===== src/rtl/window_former_3x3_if.sv =====
// rtl/window_former_3x3_if.sv - pixel stream, line-buffer RAM and window bundle for window_former_3x3
//
// Signals:
//   pixel_in, pixel_valid      raster pixel stream into the window former
//   ram_addr, ram_write_enable shared address / write strobe to both line RAMs
//   ram_data_in[1:0]           write data: [0] to line RAM 0, [1] to line RAM 1
//   ram_data_out[1:0]          read data from line RAM 0 / line RAM 1
//   window[8:0]                3x3 window, bit 3*dy+dx, bit 8 newest pixel
//   window_valid               window is valid this cycle
//   center_x, center_y         coordinates of the window centre
//   frame_end                  pulse with the last window of a frame
// Modports: slave = window former, master = environment (source + RAMs + sink).
interface window_former_3x3_if #(
    parameter int ImageWidth  = 640,
    parameter int ImageHeight = 480
);
    localparam int AddrWidth = $clog2(ImageWidth + 1);
    localparam int RowWidth  = $clog2(ImageHeight + 1);

    logic                 pixel_in;
    logic                 pixel_valid;
    logic [AddrWidth-1:0] ram_addr;
    logic                 ram_write_enable;
    logic [1:0]           ram_data_in;
    logic [1:0]           ram_data_out;
    logic [8:0]           window;
    logic                 window_valid;
    logic [AddrWidth-1:0] center_x;
    logic [RowWidth-1:0]  center_y;
    logic                 frame_end;

    modport slave (
        input  pixel_in, pixel_valid, ram_data_out,
        output ram_addr, ram_write_enable, ram_data_in,
        output window, window_valid, center_x, center_y, frame_end
    );

    modport master (
        output pixel_in, pixel_valid, ram_data_out,
        input  ram_addr, ram_write_enable, ram_data_in,
        input  window, window_valid, center_x, center_y, frame_end
    );
endinterface


===== src/rtl/window_former_3x3.sv =====
// rtl/window_former_3x3.sv - streaming 3x3 binary window generator using two external line RAMs
//
// Ports:
//   clk   sole clock, rising edge
//   rst   asynchronous, active-high reset
//   bus   window_former_3x3_if.slave (pixel stream in, line RAM port, window out)
// A pixel accepted in cycle t is window bit 8 with window_valid in cycle t+2.
module window_former_3x3 #(
    parameter int ImageWidth  = 640,
    parameter int ImageHeight = 480
) (
    input  logic                  clk,
    input  logic                  rst,
    window_former_3x3_if.slave    bus
);
    localparam int AddrWidth = $clog2(ImageWidth + 1);
    localparam int RowWidth  = $clog2(ImageHeight + 1);

    localparam logic [AddrWidth-1:0] LastCol = AddrWidth'(ImageWidth - 1);
    localparam logic [RowWidth-1:0]  LastRow = RowWidth'(ImageHeight - 1);
    localparam logic [AddrWidth-1:0] ColOne  = AddrWidth'(1);
    localparam logic [AddrWidth-1:0] ColTwo  = AddrWidth'(2);
    localparam logic [RowWidth-1:0]  RowOne  = RowWidth'(1);
    localparam logic [RowWidth-1:0]  RowTwo  = RowWidth'(2);

    // Raster position of the next accepted pixel.
    logic [AddrWidth-1:0] col;
    logic [RowWidth-1:0]  row;

    // Stage 1 context of the pixel accepted last cycle.
    logic                 pix_d1;
    logic                 v1;
    logic [AddrWidth-1:0] col_d1;
    logic [RowWidth-1:0]  row_d1;

    // Window columns: col_a is dx=0 (oldest), col_c is dx=2 (newest).
    // Bit dy of each column: 0 = row r-2, 1 = row r-1, 2 = row r.
    logic [2:0]           col_a;
    logic [2:0]           col_b;
    logic [2:0]           col_c;

    logic                 window_valid_q;
    logic                 frame_end_q;
    logic [AddrWidth-1:0] center_x_q;
    logic [RowWidth-1:0]  center_y_q;

    logic                 window_ok;

    always_ff @(posedge clk or posedge rst) begin
        if (rst) begin
            col <= '0;
            row <= '0;
        end else if (bus.pixel_valid) begin
            if (col == LastCol) begin
                col <= '0;
                row <= (row == LastRow) ? '0 : row + RowOne;
            end else begin
                col <= col + ColOne;
            end
        end
    end

    always_ff @(posedge clk or posedge rst) begin
        if (rst) begin
            pix_d1 <= 1'b0;
            v1     <= 1'b0;
            col_d1 <= '0;
            row_d1 <= '0;
        end else begin
            v1 <= bus.pixel_valid;
            if (bus.pixel_valid) begin
                pix_d1 <= bus.pixel_in;
                col_d1 <= col;
                row_d1 <= row;
            end
        end
    end

    // Only a pixel at column >= 2 of row >= 2 has a full neighbourhood; this
    // also hides whatever stale data the RAMs or shift register still hold.
    assign window_ok = v1 && (col_d1 >= ColTwo) && (row_d1 >= RowTwo);

    always_ff @(posedge clk or posedge rst) begin
        if (rst) begin
            col_a          <= '0;
            col_b          <= '0;
            col_c          <= '0;
            window_valid_q <= 1'b0;
            frame_end_q    <= 1'b0;
            center_x_q     <= '0;
            center_y_q     <= '0;
        end else begin
            window_valid_q <= window_ok;
            frame_end_q    <= window_ok && (col_d1 == LastCol) && (row_d1 == LastRow);
            if (v1) begin
                col_a      <= col_b;
                col_b      <= col_c;
                col_c      <= {pix_d1, bus.ram_data_out[0], bus.ram_data_out[1]};
                center_x_q <= col_d1 - ColOne;
                center_y_q <= row_d1 - RowOne;
            end
        end
    end

    // The RAMs latch address and write enable in stage 0 and take the data one
    // cycle later, so the write data is formed in stage 1 from registered
    // sources: pix_d1 and the RAM's own output register. Shifting row r-1 from
    // RAM 0 into RAM 1 moves both line buffers down by one row.
    assign bus.ram_addr         = col;
    assign bus.ram_write_enable = bus.pixel_valid;
    assign bus.ram_data_in      = v1 ? {bus.ram_data_out[0], pix_d1} : 2'b00;

    assign bus.window       = {col_c[2], col_b[2], col_a[2],
                               col_c[1], col_b[1], col_a[1],
                               col_c[0], col_b[0], col_a[0]};
    assign bus.window_valid = window_valid_q;
    assign bus.frame_end    = frame_end_q;
    assign bus.center_x     = center_x_q;
    assign bus.center_y     = center_y_q;
endmodule


===== src/flat_wrapper.sv =====
// flat-port wrapper written by rule: the top's interface ports become plain ports
module window_former_3x3_flat 
#(
    parameter int ImageWidth  = 640,
    parameter int ImageHeight = 480
)
  (clk, rst, bus_pixel_in, bus_pixel_valid, bus_ram_data_out, bus_ram_addr, bus_ram_write_enable, bus_ram_data_in, bus_window, bus_window_valid, bus_center_x, bus_center_y, bus_frame_end);
  window_former_3x3_if #(.ImageWidth(ImageWidth), .ImageHeight(ImageHeight)) bus_i ();
  input  logic clk;
  input  logic rst;
  input wire logic [$bits(bus_i.pixel_in)-1:0] bus_pixel_in;
  input wire logic [$bits(bus_i.pixel_valid)-1:0] bus_pixel_valid;
  input wire logic [$bits(bus_i.ram_data_out)-1:0] bus_ram_data_out;
  output wire logic [$bits(bus_i.ram_addr)-1:0] bus_ram_addr;
  output wire logic [$bits(bus_i.ram_write_enable)-1:0] bus_ram_write_enable;
  output wire logic [$bits(bus_i.ram_data_in)-1:0] bus_ram_data_in;
  output wire logic [$bits(bus_i.window)-1:0] bus_window;
  output wire logic [$bits(bus_i.window_valid)-1:0] bus_window_valid;
  output wire logic [$bits(bus_i.center_x)-1:0] bus_center_x;
  output wire logic [$bits(bus_i.center_y)-1:0] bus_center_y;
  output wire logic [$bits(bus_i.frame_end)-1:0] bus_frame_end;
  assign bus_i.pixel_in = bus_pixel_in;
  assign bus_i.pixel_valid = bus_pixel_valid;
  assign bus_i.ram_data_out = bus_ram_data_out;
  assign bus_ram_addr = bus_i.ram_addr;
  assign bus_ram_write_enable = bus_i.ram_write_enable;
  assign bus_ram_data_in = bus_i.ram_data_in;
  assign bus_window = bus_i.window;
  assign bus_window_valid = bus_i.window_valid;
  assign bus_center_x = bus_i.center_x;
  assign bus_center_y = bus_i.center_y;
  assign bus_frame_end = bus_i.frame_end;
  window_former_3x3 #(.ImageWidth(ImageWidth), .ImageHeight(ImageHeight)) u_core (.clk(clk), .rst(rst), .bus(bus_i));
endmodule

===== config.mk =====
export PLATFORM = sky130hd
export DESIGN_NAME = window_former_3x3_flat
export DESIGN_NICKNAME = d
export VERILOG_FILES = /design/src/rtl/window_former_3x3_if.sv /design/src/rtl/window_former_3x3.sv /design/src/flat_wrapper.sv
export SDC_FILE = /design/constraint.sdc
export NUM_CORES = 1
export LEC_CHECK = 0
export CELL_PAD_IN_SITES_DETAIL_PLACEMENT = 1
export CELL_PAD_IN_SITES_GLOBAL_PLACEMENT = 2
export CORE_ASPECT_RATIO = 0.9
export CORE_MARGIN = 3
export CORE_UTILIZATION = 39
export CTS_BUF_LIST = sky130_fd_sc_hd__clkbuf_8
export CTS_CLUSTER_DIAMETER = 200
export DETAILED_ROUTE_END_ITERATION = 10
export GPL_TIMING_DRIVEN = 0
export PLACE_DENSITY_LB_ADDON = 0.05
export SYNTH_ARGS = -nofsm -noshare
export SYNTH_HDL_FRONTEND = slang
export SYNTH_SLANG_ARGS = --single-unit

===== constraint.sdc =====
create_clock -name clk -period 7.7 [get_ports clk]
set_clock_uncertainty 0.15 [all_clocks]
set_input_delay 2.31 -clock clk [delete_from_list [all_inputs] [get_ports clk]]
set_output_delay 2.31 -clock clk [all_outputs]
set_load 0.01 [all_outputs]

# Word-level counts from Yosys, hierarchy flattened
# Index checks and enable logic that the tools add are counted.
totals:
  regBits: 70
  output_inout_bits: 43
  wordCells: 31
classes:
  addsub: 4
  magnitude_cmp: 2
  n_eq_ne: 4
  n_mux: 3
  reduce_logical: 5
op_table:
  columns: ["op", "n"]
  rows:
  - ["$eq A10 B10 Y1 const B", 2]
  - ["$eq A9 B9 Y1 const B", 2]
  - ["$add A10 B1 Y10 const B", 1]
  - ["$ge A10 B2 Y1 const B", 1]
  - ["$mux W10", 1]
  - ["$sub A10 B1 Y10 const B", 1]
  - ["$add A9 B1 Y9 const B", 1]
  - ["$ge A9 B2 Y1 const B", 1]
  - ["$mux W9", 1]
  - ["$sub A9 B1 Y9 const B", 1]
  - ["$logic_and A1 B1 Y1", 4]
  - ["$mux W2", 1]
  - ["$reduce_and A2 Y1", 1]

# Longest topological paths before layout
# Gate-level depths: netlist (run 1).
logic_depth:
  word_depth: 5
  ltp_mapped: 6

# Least setup slack after synthesis (run 1)
# Ideal clock, no wire load.
synth_path:
  path_kind: "input-to-output"
  start: "input port bus_ram_data_out[0]"
  end: "output port bus_ram_data_in[1]"
  arrival_ns: 2.475
  required_ns: 5.240
  path_slack_ns: 2.765
  path_stages: 1
  path_buffers: 0
  cell_sequence: "and2_1"
synth_between:
  elab_chain_len: 1
synth_lines:
  columns: ["item", "line", "text"]
  rows:
  - ["start, declared", "flat_wrapper.sv:13", "input wire logic [$bits(bus_i.ram_data_out)-1:0] bus_ram_data_out;"]
  - ["$mux W2", "window_former_3x3.sv:111", "assign bus.ram_data_in = v1 ? {bus.ram_data_out[0], pix_d1} : 2'b00;"]
  - ["end, declared", "flat_wrapper.sv:16", "output wire logic [$bits(bus_i.ram_data_in)-1:0] bus_ram_data_in;"]
# Every way passes these cells.

# Worst setup path after layout (run 1)
layout_path:
  start: "input port bus_pixel_valid"
  end: "output port bus_ram_write_enable"
layout_rtl:
  columns: ["item", "line", "text"]
  rows:
  - ["start, declared", "flat_wrapper.sv:12", "input wire logic [$bits(bus_i.pixel_valid)-1:0] bus_pixel_valid;"]
  - ["end, declared", "flat_wrapper.sv:15", "output wire logic [$bits(bus_i.ram_write_enable)-1:0] bus_ram_write_enable;"]
# No word-level cell between the ends.

==> results of run 1 <==
==> report_power, final <==
part / internal [W] / switching [W] / leakage, nW
registers: 0.000432 / 0.0000748 / 0.858
clock network: 0.000128 / 0.000124 / 0.0869
logic: 0.000155 / 0.000118 / 0.744
total: 0.000714 / 0.000317 / 1.69
==> cell usage in the layout, fill, tap and decap left out, drive strengths merged, types with 4 or more instances in the layout <==
cell           Yosys  routed
nor2              26      26
ha                 8       8
nor4               4       4
a21oi             21      21
buf                4       4
clkbuf             6      17
nor3               7       7
mux2              29      29
o21ai              9       9
xor2               8       8
dfrtp             70      70
xnor2             16      16
nand2             19      19
nand3              7       7
clkdlybuf4s50      0      48
nand4              9       9
inv                9       9
==> cells in the mapped netlist, types with 8 or more instances <==
cell type	number
o21ai_0	9
ha_1	8
nand4_1	9
nand2_1	19
xnor2_1	16
dfrtp_1	70
inv_1	9
xor2_1	8
nor2_1	26
a21oi_1	21
mux2_2	28
==> logic make-up after synthesis <==
| kind of cell | share of synthesized area, % |
|---|---|
| AO/OA/AOI/OAI | 5.87 |
| XOR/XNOR | 6.58 |
| adder cells (fa/ha/maj) | 3.13 |
| AND/OR/NAND/NOR | 16.5 |
| buffers and inverters | 2.62 |
| multiplexers | 10.5 |
| flip-flops | 54.8 |
==> final cells by class <==
| class | count | share of cell area [%] |
|---|---|---|
| clock buffer | 11 | 3.82 |
| multi-input combinational | 190 | 34.4 |
| sequential | 70 | 44.2 |
| inverter | 9 | 0.916 |
| buffer | 10 | 1.26 |
| tap | 96 | 3.03 |
| timing repair buffer | 48 | 12.1 |
| clock inverter | 2 | 0.253 |
==> state kept, by name (all words and copies together) (netlist names) <==
signal,flops
u_core.bus.center_x,10
u_core.bus.center_y,9
u_core.bus.frame_end,1
u_core.bus.ram_addr,10
u_core.bus.window_valid,1
u_core.col_a,3
u_core.col_b,3
u_core.col_c,3
u_core.col_d1,10
u_core.pix_d1,1
u_core.row,9
u_core.row_d1,9
u_core.v1,1
==> through the flow <==
| step | setup WS, ps | std cells | utilization, % | area [sq um] | power (W) |
|---|---|---|---|---|---|
| 3_5_place_dp | 1650 | 423 | 49.1 | 3800 | 0.000790 |
| 2_1_floorplan | 2770 | 279 | - | 3200 | 0.000639 |
| 6_report | 1640 | 436 | 51.2 | 3960 | 0.00103 |
| 3_3_place_gp | 1650 | 423 | 49.1 | 3800 | 0.000781 |
| 5_1_grt | 1570 | 436 | 51.2 | 3960 | 0.00110 |
| 4_1_cts | 1630 | 436 | 51.2 | 3960 | 0.00105 |
==> worst paths after layout <==
check                                    endpoint  depth (start not counted)
setup / recovery             bus_ram_write_enable                          3
hold / removal             u_core.bus.center_y[0]                          1
setup reg to reg                    u_core.row[8]                          6
hold reg to reg            u_core.bus.center_y[0]                          1
max in group asynchronous         u_core.col_b[2]                          2
min in group asynchronous        u_core.row_d1[6]                          2
==> metal layers <==
metal  up-vias  GRT usage, %  part of all wire [%]
met5         -             0                     0
li1       1092             -                     -
met1      1105          23.9                    51
met2        41          24.7                    45
met3         9          4.79                   3.7
met4         0          4.65                   1.0
==> key figures, run 1 <==
Global route
  • First-pass GRT wire length: 12.2 mm
  • GRT Total Usage: 16.7%
  • Grt total ovfl: 0
  • Initial antenna violation count: 0
  • Pin count of the biggest net entering global routing: around 70
  • Vias in the first global route: 2343

Clock network
  • Post-CTS resize count: 0
  • Post-CTS setup buffers: 0
  • Clock transition at path regs: 60 ps
  • Clock Tree Root: clkbuf_8
  • CTS Hold Bufs: 0
  • CTS sink cnt: 70
  • H-tree depth: 3
  • Clock Path Buffers: 2
  • CTS tree: built
  • Skew-Pair Late Insertion Delay: 340 ps
  • CTS Buf Count: 9

Synthesis
  • Avg Cell Area, Syn: 11.5 sq um
  • Synthesized Nets: 293
  • #FFs+latches synth: 70
  • Post-Syn Area: 3200 sq um
  • Yosys top cell area share: 54.8%
  • Sequential share of the synthesized area: 54.8%
  • Yosys warnings: 0
  • Leading area contributor after synthesis: dfrtp_1
  • Top_reg_cell synth: dfrtp_1
  • Ys async rst share: 100%
  • Synth Instances: 279
  • Synth unique cells: 42
  • Largest cells by area after synthesis: dfrtp_1 (55%), mux2_2 (9.9%), xnor2_1 (4.4%)
  • Post-synth EDFFs: 0

Critical path
  • WP data arrival: 3600 ps
  • CP Class: in2out
  • Top delay family on crit path: buffers and inverters
  • CP Capture Type: output pin
  • Flop2flop setup slack: 5640 ps
  • FF-to-FF Start: u_core.bus.ram_addr[0]
  • Crit path buffers/inverters: 3
  • CP dominant cell by count: clkdlybuf4s50_1
  • Critical-path top delay cell: clkdlybuf4s50_1
  • Ordered list of cells on the worst path: clkdlybuf4s50_1 -> buf_4 -> clkdlybuf4s50_1
  • Worst path max stage delay: 610 ps
  • Critical Path Start: bus_pixel_valid
  • CP Launch Type: input port
  • Worst-path maximum fanout: 6
  • Critical path required time: 5240 ps

Die
  • Starting density of the core: 41.3%
  • Die H: a little over 90 um
  • Die area: 9320 sq um
  • # IOs: 49
  • Core outline area: 7730 sq um
  • Die X: 101 um
  • Rows: 30

Timing
  • Slew @ Worst Pin: 858 ps
  • Tcrit/Tclk final: 78.6%
  • RSZ-0062 raised after global routing: no
  • Relative slew slack: 42.8%
  • Final Critical Period: ~6100 ps
  • Final Hold Vio Count: 0
  • Final setup violation count: 0
  • Max frequency: roughly 170 MHz
  • Setup TNS: 0 ps
  • Hold slack: 356 ps
  • Max-slew violations: 0

Final layout
  • Multi-input logic area: 1360 sq um
  • Ant. Diodes: 0
  • # nets final: between 300 and 400
  • # fillers: around 860
  • Sequential cell area: ~1800 sq um
  • Layout cells sized above 1: 15.6%
  • Area Growth Syn to Fin: 23.9%

Routing
  • Detailed Route WL: approximately 7 mm
  • Detailed-route wire length per cell: 16.2 um
  • First DRT Iteration DRCs: 53
  • DRC: 0
  • Vias per cell: 5.15
  • DRT antenna net count: 0
  • Router iterations before antenna repair: 4
  • Via count: 2247

Placement
  • DP HPWL: 5.06 mm
  • GP Congestion: 0.758
  • Port bufs: 48

Power and ir drop
  • Leak pwr: 1.69 nW
  • PwrDens: 260 nW/um^2
  • Maximum vdd drop: 129 uV

Outcome
  • Status: finished, final reports clean

Hold path
  • Min-Delay Path Class: reg2reg
  • Hold path startpoint: u_core.bus.center_y[0]

Run
  • Max cap viols: 0
Power figures use the tool's default switching activity.
==> run 2: changes to the inputs <==
--- a/config.mk
+++ b/config.mk
@@ -9,7 +9,7 @@
 export CELL_PAD_IN_SITES_GLOBAL_PLACEMENT = 2
 export CORE_ASPECT_RATIO = 0.9
 export CORE_MARGIN = 3
-export CORE_UTILIZATION = 39
+export CORE_UTILIZATION = 37
 export CTS_BUF_LIST = sky130_fd_sc_hd__clkbuf_8
 export CTS_CLUSTER_DIAMETER = 200
 export DETAILED_ROUTE_END_ITERATION = 10
==> constraint.sdc (replaced) <==
create_clock -name clk -period 6 [get_ports clk]
set_clock_uncertainty 0.15 [all_clocks]
set_input_delay 1.8 -clock clk [delete_from_list [all_inputs] [get_ports clk]]
set_output_delay 1.8 -clock clk [all_outputs]
set_load 0.01 [all_outputs]
==> run 2 against run 1 <==
Global-route usage fell by 0.67 points. Total power is 37% higher. Register-to-register slack got worse by 1700 ps. Critical path depth unchanged. Clock-buffer cell count shrank 1. Highest routed layer unchanged. Clock power grew 65%. Combinational power is 28% higher.
==> key figures, run 2 (synthesized netlist as in run 1, its figures left out) <==
Timing
  • Max frequency: 199 MHz
  • RSZ-0062 raised after global routing: no (unchanged)
  • Final Critical Period: 5020 ps
  • Tcrit/Tclk final: 83.7%
  • Final Hold Vio Count: 0 (unchanged)
  • Final setup violation count: 0 (unchanged)
  • Max-slew violations: 0 (unchanged)
  • Final WS setup: 981 ps (was 1640 ps)
  • Setup TNS: 0 ps (unchanged)
  • Slew @ Worst Pin: 871 ps (was 858 ps)
  • Relative slew slack: 41.9% (was 42.8%)

Critical path
  • CP Class: in2out (unchanged)
  • Top delay family on crit path: buffers and inverters (unchanged)
  • Critical-path top delay cell: clkdlybuf4s50_1 (unchanged)
  • Crit path buffers/inverters: 3 (unchanged)
  • CP Capture Type: output pin (unchanged)
  • CP Launch Type: input port (unchanged)
  • Worst-path maximum fanout: 6 (unchanged)
  • Worst path max stage delay: 600 ps (was 610 ps)
  • Flop2flop setup slack: 3960 ps (was 5640 ps)
  • Critical path required time: 4050 ps (was 5240 ps)
  • Ordered list of cells on the worst path: clkdlybuf4s50_1 -> buf_4 -> clkdlybuf4s50_1 (unchanged)
  • WP data arrival: 3070 ps (was 3600 ps)
  • CP dominant cell by count: clkdlybuf4s50_1 (unchanged)

Placement
  • DP HPWL: 5.11 mm (was 5.06 mm)
  • Place WS: 955 ps (was 1650 ps)
  • Port bufs: 48 (unchanged)
  • GP Congestion: 0.750 (was 0.758)
  • Placed Instance Area: 3820 sq um (was 3800 sq um)
  • Placed Instances: 442 (was 423)

Hold path
  • Min-Delay Path Class: reg2reg (unchanged)

Clock network
  • Clock Path Buffers: 2 (unchanged)
  • Clock transition at path regs: 70 ps (was 60 ps)
  • CTS sink cnt: 70 (unchanged)
  • Clock Tree Root: clkbuf_8 (unchanged)
  • CTS Hold Bufs: 0 (unchanged)
  • Post-CTS setup buffers: 0 (unchanged)
  • H-tree depth: 3 (unchanged)
  • Skew-Pair Late Insertion Delay: 350 ps (was 340 ps)
  • CTS Buf Count: 9 (unchanged)
  • Post-CTS resize count: 0 (unchanged)
  • CTS tree: built (unchanged)

Routing
  • First DRT Iteration DRCs: 83 (was 53)
  • Via count: 2251 (was 2247)
  • Detailed-route wire length per cell: 15.8 um (was 16.2 um)
  • Router iterations before antenna repair: 4 (unchanged)
  • Detailed Route WL: 7.25 mm (was 7.06 mm)
  • DRT antenna net count: 0 (unchanged)
  • Vias per cell: 4.91 (was 5.15)
  • DRC: 0 (unchanged)

Die
  • Die H: 94.2 um (was 91.9 um)
  • Starting density of the core: 38.9% (was 41.3%)
  • Core outline area: 8220 sq um (was 7730 sq um)
  • Die area: 9790 sq um (was 9320 sq um)
  • # IOs: 49 (unchanged)
  • Die X: 104 um (was 101 um)
  • Rows: 31 (was 30)

Global route
  • Pin count of the biggest net entering global routing: 71 (unchanged)
  • Initial antenna violation count: 0 (unchanged)
  • Vias in the first global route: 2367 (was 2343)
  • First-pass GRT wire length: 12.3 mm (was 12.2 mm)
  • Grt total ovfl: 0 (unchanged)
  • GRT Total Usage: 16.0% (was 16.7%)

Final layout
  • Most frequent cells in the layout: dfrtp_1 (70), clkdlybuf4s50_1 (48), mux2_2 (28) (unchanged)
  • Fin cells: 458 (was 436)
  • # nets final: 352 (unchanged)
  • Ant. Diodes: 0 (unchanged)
  • Fin area: 4040 sq um (was 3960 sq um)
  • # fillers: 903 (was 856)
  • Most common cell after layout, fill and taps aside: dfrtp_1 (unchanged)
  • Layout cells sized above 1: 15.7% (was 15.6%)
  • Area Growth Syn to Fin: 26.3% (was 23.9%)

Power and ir drop
  • PwrDens: 350 nW/um^2 (was 260 nW/um^2)
  • Maximum vdd drop: 117 uV (was 129 uV)
  • Leak pwr: 1.72 nW (was 1.69 nW)
  • Design Power: 0.00141 W (was 0.00103 W)

Outcome
  • Status: finished, final reports clean (unchanged)

Run
  • Max cap viols: 0 (unchanged)
[run 2: cell types whose count changed in the layout (fill, tap and decap cells not counted)]
cell,change
bufinv_16,+2
clkbuf_8,-1
inv_1,+2
[run 2: final timing paths]
check	start	to	depth (start not counted)
setup / recovery	bus_pixel_valid	bus_ram_write_enable	3
hold / removal	u_core.col_a[1]	u_core.col_a[1]	1
setup reg to reg	u_core.bus.ram_addr[0]	u_core.row[8]	6
hold reg to reg	u_core.col_a[1]	u_core.col_a[1]	1
max in group asynchronous	rst	u_core.row_d1[4]	2
min in group asynchronous	rst	u_core.row[7]	2
[run 2: final cells by class]
| cell class | instances | area [sq um] | share of cell area, % |
|---|---|---|---|
| plain buffers | 10 | 50.0 | 1.24 |
| well taps | 115 | 144 | 3.56 |
| repair buffers | 48 | 480 | 11.9 |
| clock buffers | 10 | 138 | 3.41 |
| flip-flops and latches | 70 | 1750 | 43.4 |
| clock inverters | 6 | 77.6 | 1.92 |
| inverters | 9 | 36.3 | 0.898 |
| multi-input cells | 190 | 1360 | 33.7 |
[run 2: metal layers]
| metal | vias to the layer above | GRT usage (%) | wire length [um] |
|---|---|---|---|
| met5 | - | 0 | 0 |
| met4 | 0 | 4.98 | 103 |
| met3 | 8 | 4.26 | 271 |
| met2 | 44 | 24.5 | 3270 |
| met1 | 1104 | 22.4 | 3610 |
| li1 | 1095 | - | - |
[run 2: report_power, final]
part           switching (W)  internal [W]
Clock               0.000174      0.000241
Combinational       0.000151      0.000199
Sequential         0.0000935      0.000554
Total               0.000419      0.000993
[run 2: through the flow]
step	hold slack, ps	util, %
finish	357	49.1
detailed placement	345	46.5
global placement	340	46.5
CTS	362	49.1
global route	370	49.1
floorplan	336	-
==> run 3: changes to the inputs <==
--- a/config.mk
+++ b/config.mk
@@ -9,7 +9,7 @@
 export CELL_PAD_IN_SITES_GLOBAL_PLACEMENT = 2
 export CORE_ASPECT_RATIO = 0.9
 export CORE_MARGIN = 3
-export CORE_UTILIZATION = 37
+export CORE_UTILIZATION = 33
 export CTS_BUF_LIST = sky130_fd_sc_hd__clkbuf_8
 export CTS_CLUSTER_DIAMETER = 200
 export DETAILED_ROUTE_END_ITERATION = 10
==> constraint.sdc (replaced) <==
create_clock -name clk -period 4.6 [get_ports clk]
set_clock_uncertainty 0.15 [all_clocks]
set_input_delay 1.38 -clock clk [delete_from_list [all_inputs] [get_ports clk]]
set_output_delay 1.38 -clock clk [all_outputs]
set_load 0.01 [all_outputs]
==> run 3 against run 2 <==
Flip-flop and latch count unchanged. Setup slack got worse by 550 ps. Highest routed layer unchanged. Wire length is 1.1% higher. Non-clock buffer count up 1. Total power increased by 35%. Utilization down 4.9 points. Final cell count is 1.7% higher.
==> key figures, run 3 (synthesized netlist as in run 1, its figures left out) <==
Hold path
  • Worst Hold Depth: 1 (unchanged)
  • Min-Delay Path Class: reg2reg (unchanged)
  • Hold path startpoint: u_core.col_a[0] (was u_core.col_a[1])
  • Hold Path End: u_core.col_a[0] (was u_core.col_a[1])

Routing
  • Via count: 2262 (was 2251)
  • Router iterations before antenna repair: 4 (unchanged)
  • DRT antenna net count: 0 (unchanged)
  • DR WL met2: 3.23 mm (was 3.27 mm)
  • Detailed-route wire length per cell: 15.7 um (was 15.8 um)
  • DRT met1 WL: 3.77 mm (was 3.61 mm)
  • Detailed Route WL: 7.33 mm (was 7.25 mm)
  • DRC: 0 (unchanged)
  • Vias per cell: 4.85 (was 4.91)
  • Metal3 WL: 248 um (was 271 um)
  • Top sig layer: met4 (unchanged)
  • First DRT Iteration DRCs: 69 (was 83)

Clock network
  • Post-CTS resize count: 0 (unchanged)
  • Skew-Pair Late Insertion Delay: 340 ps (was 350 ps)
  • CTS Hold Bufs: 0 (unchanged)
  • Clock Path Buffers: 2 (unchanged)
  • CTS sink cnt: 70 (unchanged)
  • Clock Tree Root: clkbuf_8 (unchanged)
  • CTS Buf Count: 9 (unchanged)
  • H-tree depth: 3 (unchanged)
  • Post-CTS setup buffers: 0 (unchanged)
  • CTS tree: built (unchanged)
  • Clock transition at path regs: 70 ps (about the same)

Final layout
  • Multi-input logic area: 1360 sq um (unchanged)
  • Sequential cell area: 1750 sq um (unchanged)
  • Most frequent cells in the layout: dfrtp_1 (70), clkdlybuf4s50_1 (48), mux2_2 (28) (unchanged)
  • Area Growth Syn to Fin: 28.5% (was 26.3%)
  • Layout cells sized above 1: 16.0% (was 15.7%)
  • # fillers: 1010 (was 903)
  • Most common cell after layout, fill and taps aside: dfrtp_1 (unchanged)
  • Fin util: 44.2% (was 49.1%)
  • Ant. Diodes: 0 (unchanged)
  • # nets final: 353 (was 352)
  • Fin area: 4110 sq um (was 4040 sq um)

Critical path
  • Crit path buffers/inverters: 3 (unchanged)
  • CP Class: in2out (unchanged)
  • Ordered list of cells on the worst path: clkdlybuf4s50_1 -> buf_4 -> clkdlybuf4s50_1 (unchanged)
  • WP data arrival: 2640 ps (was 3070 ps)
  • Worst-path maximum fanout: 6 (unchanged)
  • Critical path required time: 3070 ps (was 4050 ps)
  • FF-to-FF Start: u_core.bus.ram_addr[0] (unchanged)
  • Flop2flop setup slack: 2550 ps (was 3960 ps)
  • Reg2reg end: u_core.row[8] (unchanged)
  • Worst path max stage delay: 590 ps (was 600 ps)
  • Critical Path Start: bus_pixel_valid (unchanged)
  • Top delay family on crit path: buffers and inverters (unchanged)
  • CP dominant cell by count: clkdlybuf4s50_1 (unchanged)
  • CP Launch Type: input port (unchanged)
  • Critical-path top delay cell: clkdlybuf4s50_1 (unchanged)
  • Reg2Reg Depth: 6 (unchanged)
  • CP Capture Type: output pin (unchanged)

Power and ir drop
  • Maximum vdd drop: 154 uV (was 117 uV)
  • Leak pwr: 1.75 nW (was 1.72 nW)
  • PwrDens: 465 nW/um^2 (was 350 nW/um^2)

Die
  • # IOs: 49 (unchanged)
  • Die H: 99.4 um (was 94.2 um)
  • Die area: 10900 sq um (was 9790 sq um)
  • Rows: 33 (was 31)
  • Die X: 110 um (was 104 um)
  • Core outline area: 9290 sq um (was 8220 sq um)
  • Starting density of the core: 34.4% (was 38.9%)

Timing
  • Max-slew violations: 0 (unchanged)
  • RSZ-0062 raised after global routing: no (unchanged)
  • Hold slack: 358 ps (was 357 ps)
  • Final Hold Vio Count: 0 (unchanged)
  • Slew @ Worst Pin: 716 ps (was 871 ps)
  • Max frequency: 240 MHz
  • Final WS setup: 431 ps (was 981 ps)
  • Setup TNS: 0 ps (unchanged)
  • Relative slew slack: 51.8% (was 41.9%)
  • Final Critical Period: 4170 ps
  • Tcrit/Tclk final: 90.6%
  • Final setup violation count: 0 (unchanged)

Global route
  • GRT Total Usage: 14.8% (was 16.0%)
  • Pin count of the biggest net entering global routing: 62 (was 71)
  • Vias in the first global route: 2351 (was 2367)
  • Initial antenna violation count: 0 (unchanged)
  • Grt total ovfl: 0 (unchanged)
  • First-pass GRT wire length: 12.5 mm (was 12.3 mm)

Placement
  • Port bufs: 48 (unchanged)
  • GP Congestion: 0.751 (was 0.750)
  • Placed Instance Area: 3860 sq um (was 3820 sq um)
  • Place WS: 407 ps (was 955 ps)
  • DP HPWL: 5.27 mm (was 5.11 mm)

Run
  • Max cap viols: 0 (unchanged)

Outcome
  • Status: finished, final reports clean (unchanged)
==> run 3: area by class of cell <==
class / instances / area share [%]
clock buffers: 11 / 3.68
inverters: 9 / 0.883
clock inverters: 5 / 2.38
well taps: 122 / 3.71
multi-input cells: 190 / 33.1
flip-flops and latches: 70 / 42.6
repair buffers: 49 / 12.4
plain buffers: 10 / 1.22
==> run 3: stage by stage <==
step	total power [W]	std cells
final	0.00191	466
after global routing	0.00203	466
after CTS	0.00194	466
after detailed placement	0.00132	450
after global placement	0.00131	449
after floorplan	0.00107	279
==> run 3: how the worst max path moves through the flow <==
stage | to | slack (ps) | cells past startpoint
global placement | u_core.bus.center_x[5] | -7 | 2
CTS | bus_ram_write_enable | 410 | 3
global route | bus_ram_write_enable | 380 | 3
floorplan | u_core.bus.center_x[0] | 1300 | 1
finish | bus_ram_write_enable | 430 | 3
detailed placement | bus_ram_write_enable | 410 | 3
==> run 3: report_power, final <==
group          switching, W  internal [W]  total, W  leakage [nW]
Clock              0.000223      0.000386  0.000609         0.132
Sequential         0.000124      0.000722  0.000846         0.858
Combinational      0.000194      0.000261  0.000454         0.757
Total              0.000540       0.00137   0.00191          1.75
==> run 3: layer usage <==
layer / vias up / GRT usage (%)
li1: 1107 / -
met1: 1116 / 21.3
met2: 33 / 21.6
met3: 6 / 4.93
met4: 0 / 3.16
met5: - / 0
